==> src/rtl/fft4_load_ctrl.sv <==
// Serial-to-parallel loader for a 4-point FFT: gathers four samples into a fill
// bank and hands complete frames to a registered output bank (lanes a1..d1).
// Optional macro FFT4_BITREV_EN loads lanes in bit-reversed order (a1, c1, b1, d1).
//
// state | meaning
// FILL0 | waiting for sample 0 of a frame
// FILL1 | waiting for sample 1
// FILL2 | waiting for sample 2
// FILL3 | waiting for sample 3; transfer to output bank on acceptance if free
// FULL  | four samples held, output bank occupied; input stalled
module fft4_load_ctrl #(
  parameter int DATA_W = 12
) (
  input  logic              clk,
  input  logic              rst,
  input  logic              in_valid,
  input  logic [DATA_W-1:0] in_data,
  output logic              in_ready,
  input  logic              flush,
  output logic              out_valid,
  input  logic              out_ready,
  output logic [DATA_W-1:0] a1,
  output logic [DATA_W-1:0] b1,
  output logic [DATA_W-1:0] c1,
  output logic [DATA_W-1:0] d1,
  output logic [7:0]        frame_cnt
);

  typedef enum logic [2:0] {
    FILL0 = 3'd0,
    FILL1 = 3'd1,
    FILL2 = 3'd2,
    FILL3 = 3'd3,
    FULL  = 3'd4
  } state_t;

  state_t            state_q, state_d;
  logic [DATA_W-1:0] fill_q [4];
  logic [DATA_W-1:0] fill_d [4];
  logic [DATA_W-1:0] out_q  [4];
  logic              out_valid_q;
  logic [7:0]        frame_cnt_q;

  logic       accept;
  logic       consume;
  logic       xfer;
  logic [1:0] wr_lane;

  always_ff @(posedge clk or posedge rst) begin
    if (rst) state_q <= FILL0;
    else     state_q <= state_d;
  end

  always_comb begin
    state_d  = state_q;
    in_ready = (state_q != FULL);
    consume  = out_valid_q && out_ready;
    // A flush in the same cycle wins over any acceptance.
    accept   = in_valid && in_ready && !flush;
    xfer     = 1'b0;
    case (state_q)
      FILL0:   if (accept) state_d = FILL1;
      FILL1:   if (accept) state_d = FILL2;
      FILL2:   if (accept) state_d = FILL3;
      FILL3: begin
        if (accept) begin
          if (!out_valid_q || out_ready) begin
            xfer    = 1'b1;
            state_d = FILL0;
          end else begin
            state_d = FULL;
          end
        end
      end
      FULL: begin
        if (consume && !flush) begin
          xfer    = 1'b1;
          state_d = FILL0;
        end
      end
      default: state_d = FILL0;
    endcase
    if (flush) state_d = FILL0;
  end

`ifdef FFT4_BITREV_EN
  assign wr_lane = {state_q[0], state_q[1]};
`else
  assign wr_lane = state_q[1:0];
`endif

  // Next fill-bank contents; the transfer copies this so the 4th sample lands in the same edge.
  always_comb begin
    for (int i = 0; i < 4; i++) fill_d[i] = fill_q[i];
    if (flush) begin
      for (int i = 0; i < 4; i++) fill_d[i] = '0;
    end else if (accept) begin
      fill_d[wr_lane] = in_data;
    end
  end

  always_ff @(posedge clk or posedge rst) begin
    if (rst) begin
      for (int i = 0; i < 4; i++) begin
        fill_q[i] <= '0;
        out_q[i]  <= '0;
      end
      out_valid_q <= 1'b0;
      frame_cnt_q <= 8'd0;
    end else begin
      for (int i = 0; i < 4; i++) fill_q[i] <= fill_d[i];
      if (xfer) begin
        for (int i = 0; i < 4; i++) out_q[i] <= fill_d[i];
        out_valid_q <= 1'b1;
      end else if (consume) begin
        out_valid_q <= 1'b0;
      end
      if (consume) frame_cnt_q <= frame_cnt_q + 8'd1;
    end
  end

  assign out_valid = out_valid_q;
  assign a1        = out_q[0];
  assign b1        = out_q[1];
  assign c1        = out_q[2];
  assign d1        = out_q[3];
  assign frame_cnt = frame_cnt_q;

endmodule
==> config.mk <==
export PLATFORM = sky130hd
export DESIGN_NAME = fft4_load_ctrl
export DESIGN_NICKNAME = d
export VERILOG_FILES = /design/src/rtl/fft4_load_ctrl.sv
export SDC_FILE = /design/constraint.sdc
export NUM_CORES = 1
export LEC_CHECK = 0
export BUFFER_PORTS_ARGS = -buffer_cell sky130_fd_sc_hd__buf_2
export CAP_MARGIN = 20
export CORE_MARGIN = 4
export CORE_UTILIZATION = 50
export CTS_CLUSTER_SIZE = 14
export DETAILED_ROUTE_END_ITERATION = 10
export MAX_ROUTING_LAYER = met4
export PLACE_DENSITY_LB_ADDON = 0.25
export SKIP_CTS_REPAIR_TIMING = 1
export SKIP_LAST_GASP = 1
export SYNTH_ARGS = -nofsm -noshare
export SYNTH_HDL_FRONTEND = slang
export SYNTH_SLANG_ARGS = --single-unit
export TNS_END_PERCENT = 30
==> constraint.sdc <==
create_clock -name clk -period 4.22 [get_ports clk]
set_input_delay 0.422 -clock clk [delete_from_list [all_inputs] [get_ports clk]]
set_output_delay 0.422 -clock clk [all_outputs]
set_load 0.005 [all_outputs]
==> results.sh, run 1 <==
export IMPL_fin_crit_sh_pct=57.4
export IMPL_worst_ir_drop_vdd_v=0.000233
export IMPL_seq_area_sq_mm=0.00270
export IMPL_via_per_inst=5.06
export IMPL_crit_buf_inv=1
export IMPL_combPwrFrac_pct=15.6
export IMPL_worstReg2RegStart="state_q[0]$_DFFE_PP0P_"
export IMPL_placed_area_sq_mm=0.00486
export IMPL_stdcell_area_sq_mm=0.00510
export IMPL_synth_avg_cell_area_sq_um=12.3
export IMPL_p_sw_share_pct=26.4
export IMPL_power_leakage_nw=2.74
export IMPL_tns_ns=0
export IMPL_drtIter0Drc=109
export IMPL_core_sq_mm=0.00838
export IMPL_routedWlPerCell_um=16.2
export IMPL_startpoint="state_q[0]$_DFFE_PP0P_"
export IMPL_power_total_mw=2.21
export IMPL_min_period_ns=2.42
export IMPL_ioPinCount=75
export IMPL_final_nets=447
export IMPL_path_class="reg -> reg"
export IMPL_rsz0062_at_grt="no"
export IMPL_cts_root_buf="clkbuf_8"
export IMPL_critPathCaptureType="flop"
export IMPL_fin_skew_ns=0.0104
export IMPL_start_util_pct=52.6
export IMPL_hpwl_um=5630
export IMPL_synth_distinct_cells=28
export IMPL_crit_chain="nand4bb_1 -> a221oi_4 -> buf_12 -> mux2i_1"
export IMPL_gp_congestion=0.726
export IMPL_cp_arrival_ns=2.71
export IMPL_cp_slowest_stage_delay_ns=0.93
export IMPL_pwr_share_seq_pct=55.7
export IMPL_gr_usage_met2_pct=28.3
export IMPL_numCtsBuffers=9
export IMPL_worst_pin_slew_ns=1.10
export IMPL_drc=0
export IMPL_synth_fp_nets=376
export IMPL_synth_seq_cells=108
export IMPL_post_route_util_pct=60.8
export IMPL_ant_nets=0
export IMPL_portBuffers=74
export IMPL_hold_class="in -> reg"
export IMPL_syn_area_sq_mm=0.00441
export IMPL_synthTopCellsByArea="dfrtp_1, mux2i_1, inv_1"
export IMPL_finalHoldViolations=0
export IMPL_yosysTopAreaCellShare_pct=61.3
export IMPL_die_x_um=102
export IMPL_fmax_mhz=413
export IMPL_use_met1_pct=24.6
export IMPL_holdCritStartpoint="out_ready"
export IMPL_cts_tree="done"
export IMPL_seq_area_frac_synth_pct=61.3
export IMPL_grt_pass1_wl_um=14000
export IMPL_grt_max_degree=85
export IMPL_yosys_area_top_type="dfrtp_1"
export IMPL_maxCapViolations=0
export IMPL_cp_slowest_cell="a221oi_4"
export IMPL_synth_cells=358
export IMPL_p_int_mw=1.63
export IMPL_dp_cells=521
export IMPL_clk_latency_ns=0.36
export IMPL_die_area_sq_mm=0.0104
export IMPL_switching_power_mw=0.585
export IMPL_antenna_cells=0
export IMPL_clock_power_share_pct=28.7
export IMPL_grt_busiest_layer="met2"
export IMPL_cts_sinks=108
export IMPL_antenna_found_initial=0
export IMPL_routed_wl_um=8720
export IMPL_clockBufferDepth=2
export IMPL_layout_drive_gt1_share_pct=22.4
export IMPL_path_max_fanout=34
export IMPL_worst_path_dominant_cell_family="compound AO/OA/AOI/OAI gates"
export IMPL_fp_dieH_um=102
export IMPL_area_growth_pct=15.7
export IMPL_powerDensity_mw_per_mm2=434
export IMPL_grt_ovfl_total=0
export IMPL_grt_usage_pct=18.2
export IMPL_cts_htree_levels=3
export IMPL_drt_pre_antenna_iters=4
export IMPL_ys_flop_type="dfrtp_1"
export IMPL_yosysWarnings=0
export IMPL_synthArstFlopShare_pct=100
export IMPL_cp_required_ns=4.51
export IMPL_cp_start_kind="flop"
export IMPL_r2r_setup_slack_ns=1.80
export IMPL_finalMaxSlewViolations=0
export IMPL_synth_edff_count=0
export IMPL_setup_violations=0
export IMPL_multi_input_area_sq_mm=0.00144
export IMPL_final_cells=539
export IMPL_via_count=2729
export IMPL_fillers=732
export IMPL_clk_pin_slew_ns=0.10
export IMPL_first_global_vias=2722
export IMPL_relSlewSlack_pct=26.2
export IMPL_use_met3_pct=3.69
export IMPL_status="completed"
export IMPL_rows=33
==> per-layer routing <==
layer,up-vias,part of all wire [%]
met2,63,49
li1,1288,-
met4,0,0.88
met3,8,3.9
met1,1370,46
met5,-,0
==> placed cells by master (no fill, tap or decap), types with 2 or more instances in the layout <==
cell type / instances
nor2_1: 50
mux2i_1: 96
xnor2_1: 6
nand3b_1: 2
nand3_1: 2
buf_2: 74
inv_1: 49
clkinv_2: 2
nor3_1: 2
nand2_1: 8
dfrtp_1: 108
clkbuf_8: 11
xor2_1: 2
==> through the flow <==
step	setup WS, ns	hold WS (ns)
6_report	1.80	0.315
5_1_grt	1.61	0.325
4_1_cts	1.76	0.307
3_5_place_dp	1.67	0.458
3_3_place_gp	1.75	0.457
2_1_floorplan	0.952	0.468
==> final timing paths <==
path,to,depth (start not counted)
setup / recovery,d1[9]$_DFFE_PP0P_,4
hold / removal,state_q[2]$_DFFE_PP0P_,2
setup reg to reg,d1[9]$_DFFE_PP0P_,4
hold reg to reg,frame_cnt[7]$_DFFE_PP0P_,1
max in group asynchronous,fill_q[5]$_DFF_PP0_,5
min in group asynchronous,frame_cnt[3]$_DFFE_PP0P_,3
==> layout make-up <==
type,instances,area share [%]
repair buffers,78,8.54
well taps,105,2.58
inverters,50,3.73
multi-input cells,182,28.2
flip-flops and latches,108,53.0
clock inverters,4,0.933
clock buffers,12,3.04
==> kinds of logic (layout without fill, tap and decap cells) <==
family,Yosys count,in the layout,share of synthesized area (%)
AND/OR/NAND/NOR,71,71,7.21
buffers and inverters,68,144,6.50
XOR/XNOR,8,8,1.59
AO/OA/AOI/OAI,5,5,0.994
multiplexers,97,97,22.1
flip-flops,108,108,61.3
adder cells (fa/ha/maj),1,1,0.284
==> cell usage after synthesis, types with 2 or more instances <==
library cell and count:
mux2i_1 96, nand2_1 8, buf_2 7, nand3_1 2, nor2_1 50, inv_1 50
xnor2_1 6, buf_6 2, nand3b_1 2, xor2_1 2, buf_4 2, clkbuf_1 7
dfrtp_1 108, nor3_1 2
==> worst register-to-register path, cell delays in order (launching register included) <==
cell	delay [ns]
dfrtp_1	0.49
nand4bb_1	0.32
a221oi_4	0.93
buf_12	0.34
mux2i_1	0.26
==> sequential cells by signal (all words and copies together), names as in the netlist <==
signal     flops
a1            12
d1            12
frame_cnt      8
out_valid      1
b1            12
fill_q        48
c1            12
state_q        3
==> power groups by stage <==
stage / Sequential [mW] / Clock [mW] / Combinational [mW]
after CTS: 1.23 / 0.647 / 0.353
final: 1.23 / 0.634 / 0.346
after global routing: 1.25 / 0.687 / 0.395
after detailed placement: 1.25 / 0 / 0.351
after floorplan: 1.25 / 0 / 0.172
after global placement: 1.25 / 0 / 0.339
Note: power is estimated with default switching activity, not from simulation.
==> run 2: changes to the inputs <==
- clock period: 4.22 -> 2.3 ns (I/O delays scaled with it)
==> run 2 against run 1 <==
Compared with the run above:
- fmax up 29%
- wire length down 1.4%
- register-to-register slack worse by 1.4 ns
- via count up 0.11%
- largest cell class unchanged
- critical path depth unchanged
- worst setup slack worse by 1.4 ns
==> results.sh, run 2 (same netlist as run 1, synthesis figures left out) <==
export IMPL_status="completed"
export IMPL_layout_drive_gt1_share_pct=23.6
export IMPL_cts_tree="done"
export IMPL_finalHoldViolations=0
export IMPL_relSlewSlack_pct=62.3
export IMPL_drtIter0Drc=97
export IMPL_cp_endpoint="b1[10]$_DFFE_PP0P_"
export IMPL_layout_commonest_cell="dfrtp_1"
export IMPL_first_global_vias=2754
export IMPL_placed_area_sq_mm=0.00493
export IMPL_via_per_inst=5.00
export IMPL_critPathCaptureType="flop"
export IMPL_startpoint="state_q[0]$_DFFE_PP0P_"
export IMPL_r2r_end="b1[10]$_DFFE_PP0P_"
export IMPL_regMostFlops="fill_q"
export IMPL_rows=33
export IMPL_powerDensity_mw_per_mm2=788
export IMPL_cp_slowest_cell="dfrtp_1"
export IMPL_crit_chain="nand4bb_1 -> a221oi_4 -> buf_4 -> mux2i_1"
export IMPL_dp_cells=529
export IMPL_power_leakage_nw=2.76
export IMPL_clockBufferDepth=2
export IMPL_path_max_fanout=19
export IMPL_final_nets=454
export IMPL_fp_dieH_um=102
export IMPL_r2r_cells=4
export IMPL_fmax_mhz=534
export IMPL_grt_max_degree=53
export IMPL_maxCapViolations=0
export IMPL_fin_skew_ns=0.0118
export IMPL_path_class="reg -> reg"
export IMPL_area_growth_pct=16.7
export IMPL_routedWlPerCell_um=15.8
export IMPL_hold_ws_ns=0.129
export IMPL_final_cell_mix="dfrtp_1, mux2i_1, buf_2, nor2_1, inv_1"
export IMPL_start_util_pct=52.6
export IMPL_r2r_setup_slack_ns=0.43
export IMPL_grt_ovfl_total=0
export IMPL_grt_usage_pct=18.0
export IMPL_final_cells=546
export IMPL_power_total_mw=4.05
export IMPL_clk_pin_slew_ns=0.10
export IMPL_cts_sinks=108
export IMPL_routed_wl_um=8600
export IMPL_largest_reg_flops=48
export IMPL_rsz0062_at_grt="no"
export IMPL_worst_ir_drop_vdd_v=0.000400
export IMPL_antenna_cells=0
export IMPL_die_area_sq_mm=0.0104
export IMPL_cp_arrival_ns=2.15
export IMPL_die_x_um=102
export IMPL_worst_path_dominant_cell_family="flip-flops"
export IMPL_core_sq_mm=0.00838
export IMPL_drt_pre_antenna_iters=4
export IMPL_portBuffers=74
export IMPL_crit_buf_inv=1
export IMPL_cp_required_ns=2.58
export IMPL_numCtsBuffers=9
export IMPL_worstReg2RegStart="state_q[0]$_DFFE_PP0P_"
export IMPL_antenna_found_initial=0
export IMPL_grt_pass1_wl_um=14000
export IMPL_clk_latency_ns=0.36
export IMPL_post_route_util_pct=61.4
export IMPL_fin_crit_sh_pct=81.4
export IMPL_setup_ws_ns=0.428
export IMPL_via_count=2732
export IMPL_drc=0
export IMPL_cp_slowest_stage_delay_ns=0.50
export IMPL_setup_violations=0
export IMPL_ant_nets=0
export IMPL_tns_ns=0
export IMPL_worst_pin_slew_ns=0.566
export IMPL_stdcell_area_sq_mm=0.00514
export IMPL_cts_root_buf="clkbuf_8"
export IMPL_cts_htree_levels=3
export IMPL_hpwl_um=5810
export IMPL_finalMaxSlewViolations=0
export IMPL_dpl_worst_slack_ns=0.445
export IMPL_min_period_ns=1.87
export IMPL_cp_start_kind="flop"
export IMPL_ioPinCount=75
export IMPL_hold_class="in -> reg"
export IMPL_gp_congestion=0.743
export IMPL_cp_depth=4
run 2: changes by cell type in the layout (fill, tap and decap cells not counted), sizes merged:
| cell | delta |
|---|---|
| buf | +7 |
| clkinvlp | +2 |
| clkinv | -1 |
| clkbuf | -1 |
run 2: routing by layer:
layer / global-route usage (%) / up-vias / share of wire [%]
li1: - / 1305 / -
met1: 25.6 / 1367 / 49
met2: 26.8 / 49 / 46
met3: 2.87 / 11 / 3.6
met4: 5.95 / 0 / 1.2
met5: - / - / 0
run 2: worst min-delay path by stage:
| stage | startpoint | end | cells past startpoint |
|---|---|---|---|
| final | out_ready | state_q[2]$_DFFE_PP0P_ | 2 |
| after global routing | out_ready | state_q[2]$_DFFE_PP0P_ | 2 |
| after CTS | rst | b1[11]$_DFFE_PP0P_ | 2 |
| after detailed placement | rst | b1[11]$_DFFE_PP0P_ | 2 |
| after global placement | rst | frame_cnt[4]$_DFFE_PP0P_ | 2 |
| after floorplan | out_ready | state_q[2]$_DFFE_PP0P_ | 1 |
run 2: area by class of cell:
class	count	area [sq um]
Tap cell	105	131
Sequential cell	108	2700
Clock inverter	5	58.8
Timing Repair Buffer	85	480
Inverter	50	191
Fill cell	719	3240
Clock buffer	11	141
Multi-Input combinational cell	182	1440
run 2: power breakdown:
group	total, mW	switching, mW	internal (mW)
clock	1.16	0.621	0.536
sequential	2.26	0.135	2.12
combinational	0.634	0.332	0.302
==> run 3: changes to the inputs <==
- clock period: 2.3 -> 1.9 ns (I/O delays scaled with it)
==> run 3 against run 2 <==
Compared with the run above:
- clock skew about the same
- sequential power rose by 21%
- utilization increased by 0.21 points
- via count down 0.26%
- die area unchanged
- flip-flop and latch count is the same
- sequential share of layout area is 0.18 points lower
- power grew 22%
- fmax grew 4.7%
==> results.sh, run 3 (same netlist as run 1, synthesis figures left out) <==
export IMPL_status="completed"
export IMPL_holdCritStartpoint="out_ready"
export IMPL_hold_class="in -> reg"
export IMPL_tns_ns=0
export IMPL_fin_skew_ns=0.0119
export IMPL_power_leakage_nw=2.77
export IMPL_die_area_sq_mm=0.0104
export IMPL_grt_usage_pct=19.0
export IMPL_fillers=688
export IMPL_cp_start_kind="flop"
export IMPL_cts_sinks=108
export IMPL_dpl_worst_slack_ns=0.136
export IMPL_largest_reg_flops=48
export IMPL_critPathCaptureType="flop"
export IMPL_cts_htree_levels=3
export IMPL_clk_pin_slew_ns=0.11
export IMPL_layout_commonest_cell="dfrtp_1"
export IMPL_r2r_setup_slack_ns=0.11
export IMPL_layout_drive_gt1_share_pct=24.0
export IMPL_finalHoldViolations=0
export IMPL_post_route_util_pct=61.6
export IMPL_worst_ir_drop_vdd_v=0.000533
export IMPL_via_count=2725
export IMPL_via_per_inst=4.98
export IMPL_ioPinCount=75
export IMPL_startpoint="state_q[1]$_DFFE_PP0P_"
export IMPL_path_class="reg -> reg"
export IMPL_finalMaxSlewViolations=0
export IMPL_portBuffers=74
export IMPL_r2r_cells=4
export IMPL_ant_nets=0
export IMPL_drt_pre_antenna_iters=4
export IMPL_grt_ovfl_total=0
export IMPL_drc=0
export IMPL_cp_arrival_ns=2.07
export IMPL_setup_violations=0
export IMPL_clk_latency_ns=0.36
export IMPL_grt_max_degree=101
export IMPL_numCtsBuffers=9
export IMPL_final_nets=455
export IMPL_min_period_ns=1.79
export IMPL_hold_ws_ns=0.0715
export IMPL_antenna_cells=0
export IMPL_placed_area_sq_mm=0.00495
export IMPL_worstReg2RegStart="state_q[1]$_DFFE_PP0P_"
export IMPL_hpwl_um=5830
export IMPL_worst_pin_slew_ns=0.525
export IMPL_path_max_fanout=36
export IMPL_stdcell_area_sq_mm=0.00516
export IMPL_regMostFlops="fill_q"
export IMPL_final_cells=547
export IMPL_die_x_um=102
export IMPL_grt_pass1_wl_um=14600
export IMPL_maxCapViolations=0
export IMPL_cp_required_ns=2.18
export IMPL_drtIter0Drc=103
export IMPL_rsz0062_at_grt="no"
export IMPL_dp_cells=530
export IMPL_rows=33
export IMPL_relSlewSlack_pct=65.0
export IMPL_power_total_mw=4.93
export IMPL_cts_root_buf="clkbuf_8"
export IMPL_cp_endpoint="b1[2]$_DFFE_PP0P_"
export IMPL_antenna_found_initial=0
export IMPL_clockBufferDepth=2
export IMPL_fmax_mhz=559
export IMPL_gp_congestion=0.826
export IMPL_powerDensity_mw_per_mm2=955
export IMPL_routedWlPerCell_um=16.0
export IMPL_routed_wl_um=8750
export IMPL_fin_crit_sh_pct=94.1
export IMPL_first_global_vias=2829
export IMPL_start_util_pct=52.6
export IMPL_cts_tree="done"
export IMPL_final_cell_mix="dfrtp_1, mux2i_1, buf_2, nor2_1, inv_1"
export IMPL_setup_ws_ns=0.113
export IMPL_core_sq_mm=0.00838
export IMPL_fp_dieH_um=102
export IMPL_area_growth_pct=17.1
export IMPL_r2r_end="b1[2]$_DFFE_PP0P_"
## run 3: changes by cell type in the layout (fill, tap and decap cells not counted), sizes merged
cell	previous run	this run
clkinv	1	3
inv	50	51
clkinvlp	3	2
clkbuf	11	9
buf	84	85
## run 3: critical path, cell delays in order (launching register included)
cell       delay, ns
dfrtp_1         0.49
nand4bb_1       0.30
a221oi_4        0.35
buf_12          0.31
mux2i_1         0.24
## run 3: routing by layer
metal | part of all wire (%) | track usage [%] | vias to the layer above
li1 | - | - | 1302
met1 | 49 | 26.4 | 1365
met2 | 46 | 28.6 | 51
met3 | 3.8 | 3.28 | 7
met4 | 1.2 | 6.66 | 0
met5 | 0 | - | -
## run 3: how the worst min path moves through the flow
stage,endpoint,slack [ns],cells past startpoint
floorplan,state_q[2]$_DFFE_PP0P_,0.30,1
detailed placement,frame_cnt[4]$_DFFE_PP0P_,0.14,2
global placement,frame_cnt[4]$_DFFE_PP0P_,0.13,2
global route,state_q[2]$_DFFE_PP0P_,0.07,2
CTS,frame_cnt[4]$_DFFE_PP0P_,-0.28,2
finish,state_q[2]$_DFFE_PP0P_,0.07,2
## run 3: final cells by class
class,count,area [sq um],share of cell area (%)
inverters,50,191,3.71
multi-input cells,182,1440,27.8
flip-flops and latches,108,2700,52.4
clock buffers,9,124,2.40
clock inverters,7,73.8,1.43
repair buffers,86,500,9.70
well taps,105,131,2.55
## run 3: power breakdown
group	internal [mW]	switching [mW]	total, mW
sequential	2.57	0.157	2.73
combinational	0.373	0.411	0.784
clock	0.618	0.798	1.42
